===== src/rtl/pbl_pkg.sv =====
// Shared types and constants for the program-counter sequencer and its stack guard.
package pbl_pkg;

  localparam int PC_WIDTH    = 10;
  localparam int STACK_DEPTH = 16;

  typedef logic [PC_WIDTH-1:0] pc_t;

  typedef enum logic [1:0] {
    SEQ_INIT = 2'd0,
    SEQ_RUN  = 2'd1,
    SEQ_HALT = 2'd2
  } seq_state_t;

  typedef struct packed {
    logic halt;
    logic ret;
    logic call;
    logic jmp;
    logic jmpc;
  } instr_sel_t;

  // One-hot winner of the instruction bits: halt > ret > call > jmp > jmpc.
  function automatic instr_sel_t prio_decode(input logic halt, input logic ret,
                                             input logic call, input logic jmp,
                                             input logic jmpc);
    instr_sel_t s;
    s.halt = halt;
    s.ret  = ret  & ~halt;
    s.call = call & ~halt & ~ret;
    s.jmp  = jmp  & ~halt & ~ret & ~call;
    s.jmpc = jmpc & ~halt & ~ret & ~call & ~jmp;
    return s;
  endfunction

endpackage


===== src/rtl/stack_guard.sv =====
// Return-stack depth tracker: counts issued calls/returns and vetoes any
// call that would overflow or return that would underflow the stack.
module stack_guard #(
  parameter int STACK_DEPTH = pbl_pkg::STACK_DEPTH
) (
  input  logic clock,
  input  logic reset,
  input  logic call_req,
  input  logic ret_req,
  output logic call_ok,
  output logic ret_ok,
  output logic guard_err
);
  import pbl_pkg::*;

  localparam int DEPTH_W = $clog2(STACK_DEPTH) + 1;
  localparam logic [DEPTH_W-1:0] DEPTH_MAX  = DEPTH_W'(STACK_DEPTH);
  localparam logic [DEPTH_W-1:0] DEPTH_ZERO = {DEPTH_W{1'b0}};
  localparam logic [DEPTH_W-1:0] DEPTH_ONE  = DEPTH_W'(1);

  logic [DEPTH_W-1:0] depth_q, depth_d;
  logic               overflow, underflow;

  always_comb begin
    overflow  = call_req & (depth_q == DEPTH_MAX);
    underflow = ret_req  & (depth_q == DEPTH_ZERO);
    call_ok   = call_req & ~overflow;
    ret_ok    = ret_req  & ~underflow;
    guard_err = overflow | underflow;
    depth_d   = depth_q;
    if (call_ok) begin
      depth_d = depth_q + DEPTH_ONE;
    end else if (ret_ok) begin
      depth_d = depth_q - DEPTH_ONE;
    end else begin
      depth_d = depth_q;
    end
  end

  always_ff @(posedge clock) begin
    if (reset) begin
      depth_q <= DEPTH_ZERO;
    end else begin
      depth_q <= depth_d;
    end
  end

endmodule


===== src/rtl/pc_sequencer.sv =====
// Program-counter sequencer feeding the return-address stack.
// Optional depth guard (overflow/underflow halt) enabled by PC_STACK_GUARD_EN.
module pc_sequencer #(
  parameter int PC_WIDTH    = pbl_pkg::PC_WIDTH,
  parameter int STACK_DEPTH = pbl_pkg::STACK_DEPTH
) (
  input  logic                clock,
  input  logic                reset,
  input  logic                enable,
  input  logic                instr_jmp,
  input  logic                instr_jmpc,
  input  logic                instr_call,
  input  logic                instr_ret,
  input  logic                instr_halt,
  input  logic                cond,
  input  logic [PC_WIDTH-1:0] target,
  input  logic [PC_WIDTH-1:0] return_to,
  output logic [PC_WIDTH-1:0] pc,
  output logic [PC_WIDTH-1:0] called_from,
  output logic                call,
  output logic                ret,
  output logic                stack_reset,
  output logic                halted,
  output logic                fault
);
  import pbl_pkg::*;

  seq_state_t          state_q, state_d;
  logic [PC_WIDTH-1:0] pc_q, pc_d;
  instr_sel_t          sel;
  logic                active;
  logic                call_req, ret_req;
  logic                call_ok, ret_ok;
  logic                guard_err;

  // The stack addresses entries with a 4-bit offset.
  if (STACK_DEPTH > 16) begin : g_depth_exceeds_stack_offset
  end

  always_comb begin
    active   = (state_q == SEQ_RUN) & enable & ~reset;
    sel      = prio_decode(instr_halt, instr_ret, instr_call, instr_jmp, instr_jmpc);
    call_req = active & sel.call;
    ret_req  = active & sel.ret;
  end

`ifdef PC_STACK_GUARD_EN
  logic fault_q, fault_d;

  stack_guard #(
    .STACK_DEPTH (STACK_DEPTH)
  ) u_stack_guard (
    .clock     (clock),
    .reset     (reset),
    .call_req  (call_req),
    .ret_req   (ret_req),
    .call_ok   (call_ok),
    .ret_ok    (ret_ok),
    .guard_err (guard_err)
  );

  always_comb begin
    fault_d = fault_q | guard_err;
  end

  always_ff @(posedge clock) begin
    if (reset) begin
      fault_q <= 1'b0;
    end else begin
      fault_q <= fault_d;
    end
  end

  assign fault = fault_q;
`else
  assign call_ok   = call_req;
  assign ret_ok    = ret_req;
  assign guard_err = 1'b0;
  assign fault     = 1'b0;
`endif

  always_comb begin
    state_d = state_q;
    pc_d    = pc_q;
    case (state_q)
      SEQ_INIT: begin
        state_d = SEQ_RUN;
        pc_d    = {PC_WIDTH{1'b0}};
      end
      SEQ_RUN: begin
        if (!enable) begin
          pc_d = pc_q;
        end else if (sel.halt || guard_err) begin
          // A vetoed call/ret halts without moving the PC.
          state_d = SEQ_HALT;
          pc_d    = pc_q;
        end else if (sel.ret) begin
          pc_d = return_to;
        end else if (sel.call || sel.jmp) begin
          pc_d = target;
        end else if (sel.jmpc && cond) begin
          pc_d = target;
        end else begin
          pc_d = pc_q + PC_WIDTH'(1);
        end
      end
      SEQ_HALT: begin
        state_d = SEQ_HALT;
        pc_d    = pc_q;
      end
      default: begin
        state_d = SEQ_INIT;
        pc_d    = {PC_WIDTH{1'b0}};
      end
    endcase
  end

  always_ff @(posedge clock) begin
    if (reset) begin
      state_q <= SEQ_INIT;
      pc_q    <= {PC_WIDTH{1'b0}};
    end else begin
      state_q <= state_d;
      pc_q    <= pc_d;
    end
  end

  assign pc          = pc_q;
  assign called_from = pc_q;
  assign call        = call_ok;
  assign ret         = ret_ok;
  assign stack_reset = reset | (state_q == SEQ_INIT);
  assign halted      = (state_q == SEQ_HALT);

endmodule


===== config.mk =====
export PLATFORM = sky130hd
export DESIGN_NAME = pc_sequencer
export DESIGN_NICKNAME = d
export VERILOG_FILES = /design/src/rtl/pbl_pkg.sv /design/src/rtl/stack_guard.sv /design/src/rtl/pc_sequencer.sv
export SDC_FILE = /design/constraint.sdc
export NUM_CORES = 1
export LEC_CHECK = 0
export ABC_AREA = 1
export CAP_MARGIN = 20
export CORE_MARGIN = 5
export CORE_UTILIZATION = 44
export DETAILED_ROUTE_END_ITERATION = 6
export GPL_TIMING_DRIVEN = 0
export PLACE_DENSITY = 0.86
export SYNTH_ARGS = -nofsm -noshare
export SYNTH_HDL_FRONTEND = slang
export SYNTH_SLANG_ARGS = --single-unit

===== constraint.sdc =====
create_clock -name clock -period 2.15 [get_ports clock]
set_input_delay 0.3225 -clock clock [delete_from_list [all_inputs] [get_ports clock]]
set_output_delay 0.3225 -clock clock [all_outputs]
set_load 0.1 [all_outputs]

Yosys cells after proc, flatten, opt, wreduce, memory -nomap -nowiden
Index checks and enable logic that the tools add are counted.
W data, S select, Z words.
Word-level totals
  output and inout port bits: 25
  input port bits: 29
  word-level logic and storage cells: 43
  register bits after elaboration: 12
Cells by class
  mux-type cells: 9
  $add $sub $neg: 1
  bitwise logic cells: 21
  reductions and logical operators: 5
  equal/unequal tests: 5
Operators with widths (number)
  $mux W10: 5
  $pmux W10 S2: 1
  $and A1 B1 Y1: 14
  $add A10 B1 Y10 const B: 1
  $ne A2 B2 Y1 const B: 3
  $not A1 Y1: 6
  $pmux W2 S3: 1
  $mux W2: 2
  $reduce_and A3 Y1: 1
  $eq A2 B1 Y1 const B: 1
  $eq A2 B2 Y1 const B: 1
  $logic_not A2 Y1: 1
  $reduce_and A2 Y1: 1
  $logic_and A1 B1 Y1: 1
  $logic_or A1 B1 Y1: 1
  $or A1 B1 Y1: 1

Longest topological paths before layout
  depth in word-level cells: 12
  depth in mapped cells: 11
  gate-level depth less buffers: 10

Worst setup path after synthesis
Ideal clock, no wire load.
  path kind: reg-to-output
  from: register state_q[1]
  to: output port call
  path slack: -1.721 ns
  data arrival time: 3.549 ns
  path buffers: 0
  stages on the path, launching flop included: 5
  data required time: 1.827 ns
  cell sequence: dfxtp_1 -> inv_1 -> ha_1 -> nand3_1 -> nor4_1
On the way
  cells in the longest elaborated chain, start to end: 4
RTL lines
  start, declared: line pc_sequencer.sv:28  | seq_state_t state_q, state_d;
  start signal, assigned: line pc_sequencer.sv:123  | state_q <= state_d;
  $eq A2 B1 Y1: line pc_sequencer.sv:41  | active = (state_q == SEQ_RUN) & enable & ~reset;
  $and A1 B1 Y1 (2 in series): line pc_sequencer.sv:41
  $and A1 B1 Y1: line pc_sequencer.sv:43  | call_req = active & sel.call;
  end, declared: line pc_sequencer.sv:20  | output logic call,
Every way passes these cells.

Worst setup path in the final report
  from: register pc_q[2] (netlist: called_from[2])
  to: output port pc[2]
RTL lines
  start, declared: line pc_sequencer.sv:29  | logic [PC_WIDTH-1:0] pc_q, pc_d;
  start signal, assigned: line pc_sequencer.sv:121  | pc_q <= {PC_WIDTH{1'b0}};
  start signal, assigned: line pc_sequencer.sv:124  | pc_q <= pc_d;
  end, declared: line pc_sequencer.sv:18  | output logic [PC_WIDTH-1:0] pc,
No word-level cell between the ends.

==> results.md <==
- Area Growth Syn to Fin: 51.8%
- DR pass1 iterations: 4
- Worst Path Required: 1.83 ns
- Leakage: 0.850 nW
- Distinct cell type count after synthesis: 29
- Synthesized cell area: 1130 um^2
- Die boundary height: 60.6 um
- Grt ovf: 0
- Post-Syn Instances: 179
- DIE AREA: 3670 um^2
- Min-delay src: called_from[8]
- Fin. max-slew vios: 0
- Clock-pin transition on the worst setup and hold timing paths: 0.10 ns
- Max-cap check violation count: 0
- Routed via count: 1266
- Post-DRT Antenna Nets: 0
- Count of input and output buffers: 52
- Hold WC Path Type: reg -> reg
- DP HPWL: 2410 um
- DR vias/cell: 4.78
- Area of the core: 2450 um^2
- Initial Util: 0.459
- Status: completed
- H-tree Lvls: 1
- Inserted Clock Buffers: 3
- # rows: 18
- Final hold vios: 0
- Max IR drop VDD: 0.720 mV
- R2r setup slk: 0.59 ns
- Pin count of the biggest net entering global routing: 11
- Initial antenna violation count: 0
- Clock Skew: 0.00917 ns
- Fmax: 484 MHz
- Final Worst Setup Slack: 0.0827 ns
- Root buf cell: clkbuf_4
- Area share of the largest cell type after synthesis: 0.213
- Hold Path Depth: 2
- Slew headroom: 0.360
- Gpl congestion: 0.800
- Worst Reg-to-Reg Cells: 7
- Placed Cells: 261
- Fillers: 236
- Worst reg2reg startpoint: called_from[0]
- CP Launch Type: flop
- Most common cell after layout, fill and taps aside: nand2_1
- Clock Sinks: 12
- Pwr/cell area: 715 nW/um^2
- Post-Layout Cell Count: 265
- GRT Util Overall: 0.184
- Pre-CTS WS: -0.666 ns
- Reg2Reg Capture Point: called_from[6]
- Mapped Nets: 212
- Fin crit share: 0.962
- Actual slew at the worst max-slew pin: 0.963 ns
- Critical Path AT: 1.74 ns
- Syn Area/Cell: 6.29 um^2
- Reg area: 240 um^2
- Ratio of cells with drive above 1 in the final layout: 0.191
- Final hold slack: 0.516 ns
- #FFs+latches synth: 12
- Worst hold endpoint: called_from[8]
- Min Clock Period, post-route: 2.07 ns
- Yosys warns: 0
- RSZ-0062 raised after global routing: no
- Worst Setup End Kind: output port
- Initial DRC Count: 23
- Most frequent cells in the layout: nand2_1, clkdlybuf4s50_1, nor2_1
- Final setup vio count: 0
- Nets: 269
- CTS tree: yes
- Utilization after layout: 0.696
- Multi-input logic area: 697 um^2
- # DRC: 0
- Post-synthesis sequential area ratio: 0.213
- Post-CTS Setup Inserts: 0
- Die width: 60.6 um
- Crit Path Class: reg -> out
- Final wirelength: 3080 um
- Total power: 1.22 mW
- Via count of the first global-routing pass: 1262
- Max FO, Critical Path: 7
- Clock Latency Late Sink: 0.29 ns
- Cell accounting for the most synthesized area: dfxtp_1
- Number of hold buffers added after CTS: 0
- Avg WL per Cell: 11.6 um
- Max clock buf depth: 2
- ANT cells: 0
- Top Ports: 54
- First-pass GRT wire length: 5150 um
- Main area contributors after synthesis: dfxtp_1, nand2_1, nor2_1
==> worst max-delay path by stage <==
stage | startpoint | to | slack, ns | cells after the start
after floorplan | called_from[0] | called_from[6] | 0.005 | 7
after global placement | instr_halt | ret | -0.65 | 6
final | called_from[2] | pc[2] | 0.08 | 2
after CTS | state_q[0] | halted | 0.03 | 3
after detailed placement | instr_halt | ret | -0.67 | 6
after global routing | called_from[0] | called_from[0] | 0.02 | 1
==> cell type report <==
| class | count | area share |
|---|---|---|
| Multi-Input combinational cell | 132 | 0.408 |
| Sequential cell | 12 | 0.141 |
| Tap cell | 30 | 0.0220 |
| Inverter | 20 | 0.0454 |
| Timing Repair Buffer | 52 | 0.288 |
| Buffer | 15 | 0.0754 |
| Clock buffer | 4 | 0.0212 |
==> critical path, stage by stage, from the launching register on <==
cell and delay (ns):
dfxtp_1 0.49, buf_4 0.16, clkdlybuf4s15_1 0.81
==> cell usage after synthesis <==
library cell  number
inv_1             18
a21oi_1           11
nor2_4             3
nand2_2            4
nand2_1           53
nand3_1            9
o21ai_1            3
buf_4             11
ha_1               4
buf_6              2
nor4_1             1
nand3b_1           1
conb_1             1
nand3_2            2
nor2_1            25
nand4_1            1
inv_2              1
xnor2_1            1
inv_4              1
dfxtp_1           12
clkbuf_1           1
or2_2              1
nand2_4            1
o21ai_0            3
o21ai_2            1
buf_12             1
a21oi_2            4
xor2_1             1
o211ai_2           2
==> state kept, by name (all words and copies together), names as in the netlist <==
signal	cells
state_q	2
called_from	10
==> where the power goes <==
part           leakage, nW  internal (mW)  switching [mW]  total (mW)
Sequential          0.0974          0.253          0.0324       0.285
Clock               0.0210          0.103          0.0930       0.196
Combinational        0.732          0.203           0.538       0.741
Total                0.850          0.559           0.664        1.22
==> metrics by stage <==
step | TNS (ns) | cell area [um^2]
2_1_floorplan | 0 | 1140
4_1_cts | 0 | 1710
6_report | 0 | 1710
3_3_place_gp | -1.36 | 1700
3_5_place_dp | -1.39 | 1700
5_1_grt | 0 | 1710
==> logic make-up (layout without fill, tap and decap cells) <==
kind of cell	count (synthesis)	count (layout)	synth area share
buffers and inverters	35	91	0.183
XOR/XNOR	2	2	0.0156
AO/OA/AOI/OAI	24	24	0.137
adder cells (fa/ha/maj)	4	4	0.0444
flip-flops	12	12	0.213
other	1	1	0.00333
AND/OR/NAND/NOR	101	101	0.403
==> metal layers <==
layer,vias to the layer above,part of all wire,track usage
met5,-,0,0
met4,0,0.013,0.0619
met3,6,0.056,0.0319
met2,36,0.51,0.345
met1,562,0.42,0.209
li1,662,-,-
==> what timing repair did <==
action / in CTS / in global routing
resized for setup: 36 / 6
hold endpoints to repair: 0 / 0
endpoints found under the setup margin: 24 / 5
(Power assumes the default switching activity.)
==> variant (same settings) <==
Add a define of `PC_STACK_GUARD_EN`.
--- a/src/rtl/pc_sequencer.sv
+++ b/src/rtl/pc_sequencer.sv
@@ -2,2 +2,4 @@
 // Optional depth guard (overflow/underflow halt) enabled by PC_STACK_GUARD_EN.
+`define PC_STACK_GUARD_EN
+
 module pc_sequencer #(
Function: changed (a bounded check fails within 4 cycles, from zero or initial values and one cycle with reset high).
==> variant against the original RTL <==
  * Sequential power is 73% higher
  * Combinational power is 90% higher
  * Routed wire length is 31% higher
  * Final area is 29% higher
  * Worst setup slack worse by 0.022 ns
  * Sequential cell count is 6 higher
  * Maximum frequency is 1.1% lower
  * Clock power is 10% lower
  * Area after synthesis is 37% higher
  * Worst hold slack worse by 0.040 ns
  * Power is 70% higher
==> variant: results (changes against the original RTL) <==
Clock network
The setup fix buffers added after clock tree synthesis was 1 (+1).

Yosys
The portion of the post-synthesis area used by sequential elements was 0.233 (+0.0201). The net count after synthesis came to 278 (+31%). By area the synthesized netlist is led by sky130_fd_sc_hd__dfxtp_1 23%, sky130_fd_sc_hd__nand2_1 14%, sky130_fd_sc_hd__nor2_1 7.1%. The count of unique library cells instantiated by Yosys is 33 (+14%).

The share of synthesized cell area in full adder, half adder and majority cells is 0.0778 (+0.0334). Counting instances in the post-synthesis netlist gives the leading cell types as 58 x sky130_fd_sc_hd__nand2_1, 29 x sky130_fd_sc_hd__nor2_1, 27 x sky130_fd_sc_hd__inv_1.

Power
The clock network power is 0.176 mW (-10%). The part of the total power dissipated in combinational logic is 0.677 (+0.071). The fraction of power spent switching nets came to 0.600 (+0.0574). The switching power summed over all nets is 1.25 mW (+88%).

Global routing
The global routing usage summed across all routing layers came to 0.166 (-0.0188). The met2 routing resource usage after global routing is 0.290 (-0.0548). The global-route track usage on met1 was 0.196 (-0.0131).

Worst setup path
The maximum fanout encountered on the critical timing path was 2 (-5). The largest stage delay on the critical path is 1.13 ns (+0.32 ns). The critical path startpoint is fault.

The worst register-to-register path ends at u_stack_guard.depth_q[4].

Layout
The final net count came to 340 (+26%). The non-clock buffer instance count of the final layout is 71 (+6.0%). The sequential portion of the cell area is 0.166 (+0.0256).

The clock buffer count in the final layout is 3 (-1). The number of inverters outside the clock class in the layout came to 30 (+50%). The fraction of area in multi-input gates came to 0.466 (+0.0578). The final design utilization is 0.654 (-0.0426).

STA
The setup slack of the critical path after layout is 0.0605 ns (-0.0222 ns). The worst hold slack across all endpoints was 0.476 ns (-0.0402 ns). The worst clock skew came to 0.0121 ns (+0.00297 ns).

Placement
The global placer's final weighted congestion is 0.876 (+9.5%). The number of I/O port buffers is 53 (+1.9%).

Drt
The detailed-routed wire length on met3 is 252 µm (+46%).

Hold path
The end of the worst hold path is called_from[5].

Run status
The run finished with clean final reports.
variant: changes by cell type in the layout (fill, tap and decap cells not counted), moves of 3 or more:
| cell | delta |
|---|---|
| sky130_fd_sc_hd__nand3_1 | +9 |
| sky130_fd_sc_hd__o21ai_0 | +10 |
| sky130_fd_sc_hd__buf_4 | +7 |
| sky130_fd_sc_hd__inv_1 | +7 |
| sky130_fd_sc_hd__nand2_1 | +4 |
| sky130_fd_sc_hd__a21oi_2 | -4 |
| sky130_fd_sc_hd__nand4_1 | +3 |
| sky130_fd_sc_hd__inv_2 | +3 |
| sky130_fd_sc_hd__nor2_2 | +4 |
| sky130_fd_sc_hd__dfxtp_2 | +4 |
| sky130_fd_sc_hd__nor2_1 | +4 |
| sky130_fd_sc_hd__a21oi_1 | -3 |
variant: cells by family (layout without fill, tap and decap cells):
kind of cell,after synthesis,in the layout
XOR/XNOR,4,4
flip-flops,18,18
buffers and inverters,44,104
adder cells (fa/ha/maj),9,9
AND/OR/NAND/NOR,134,134
AO/OA/AOI/OAI,31,31
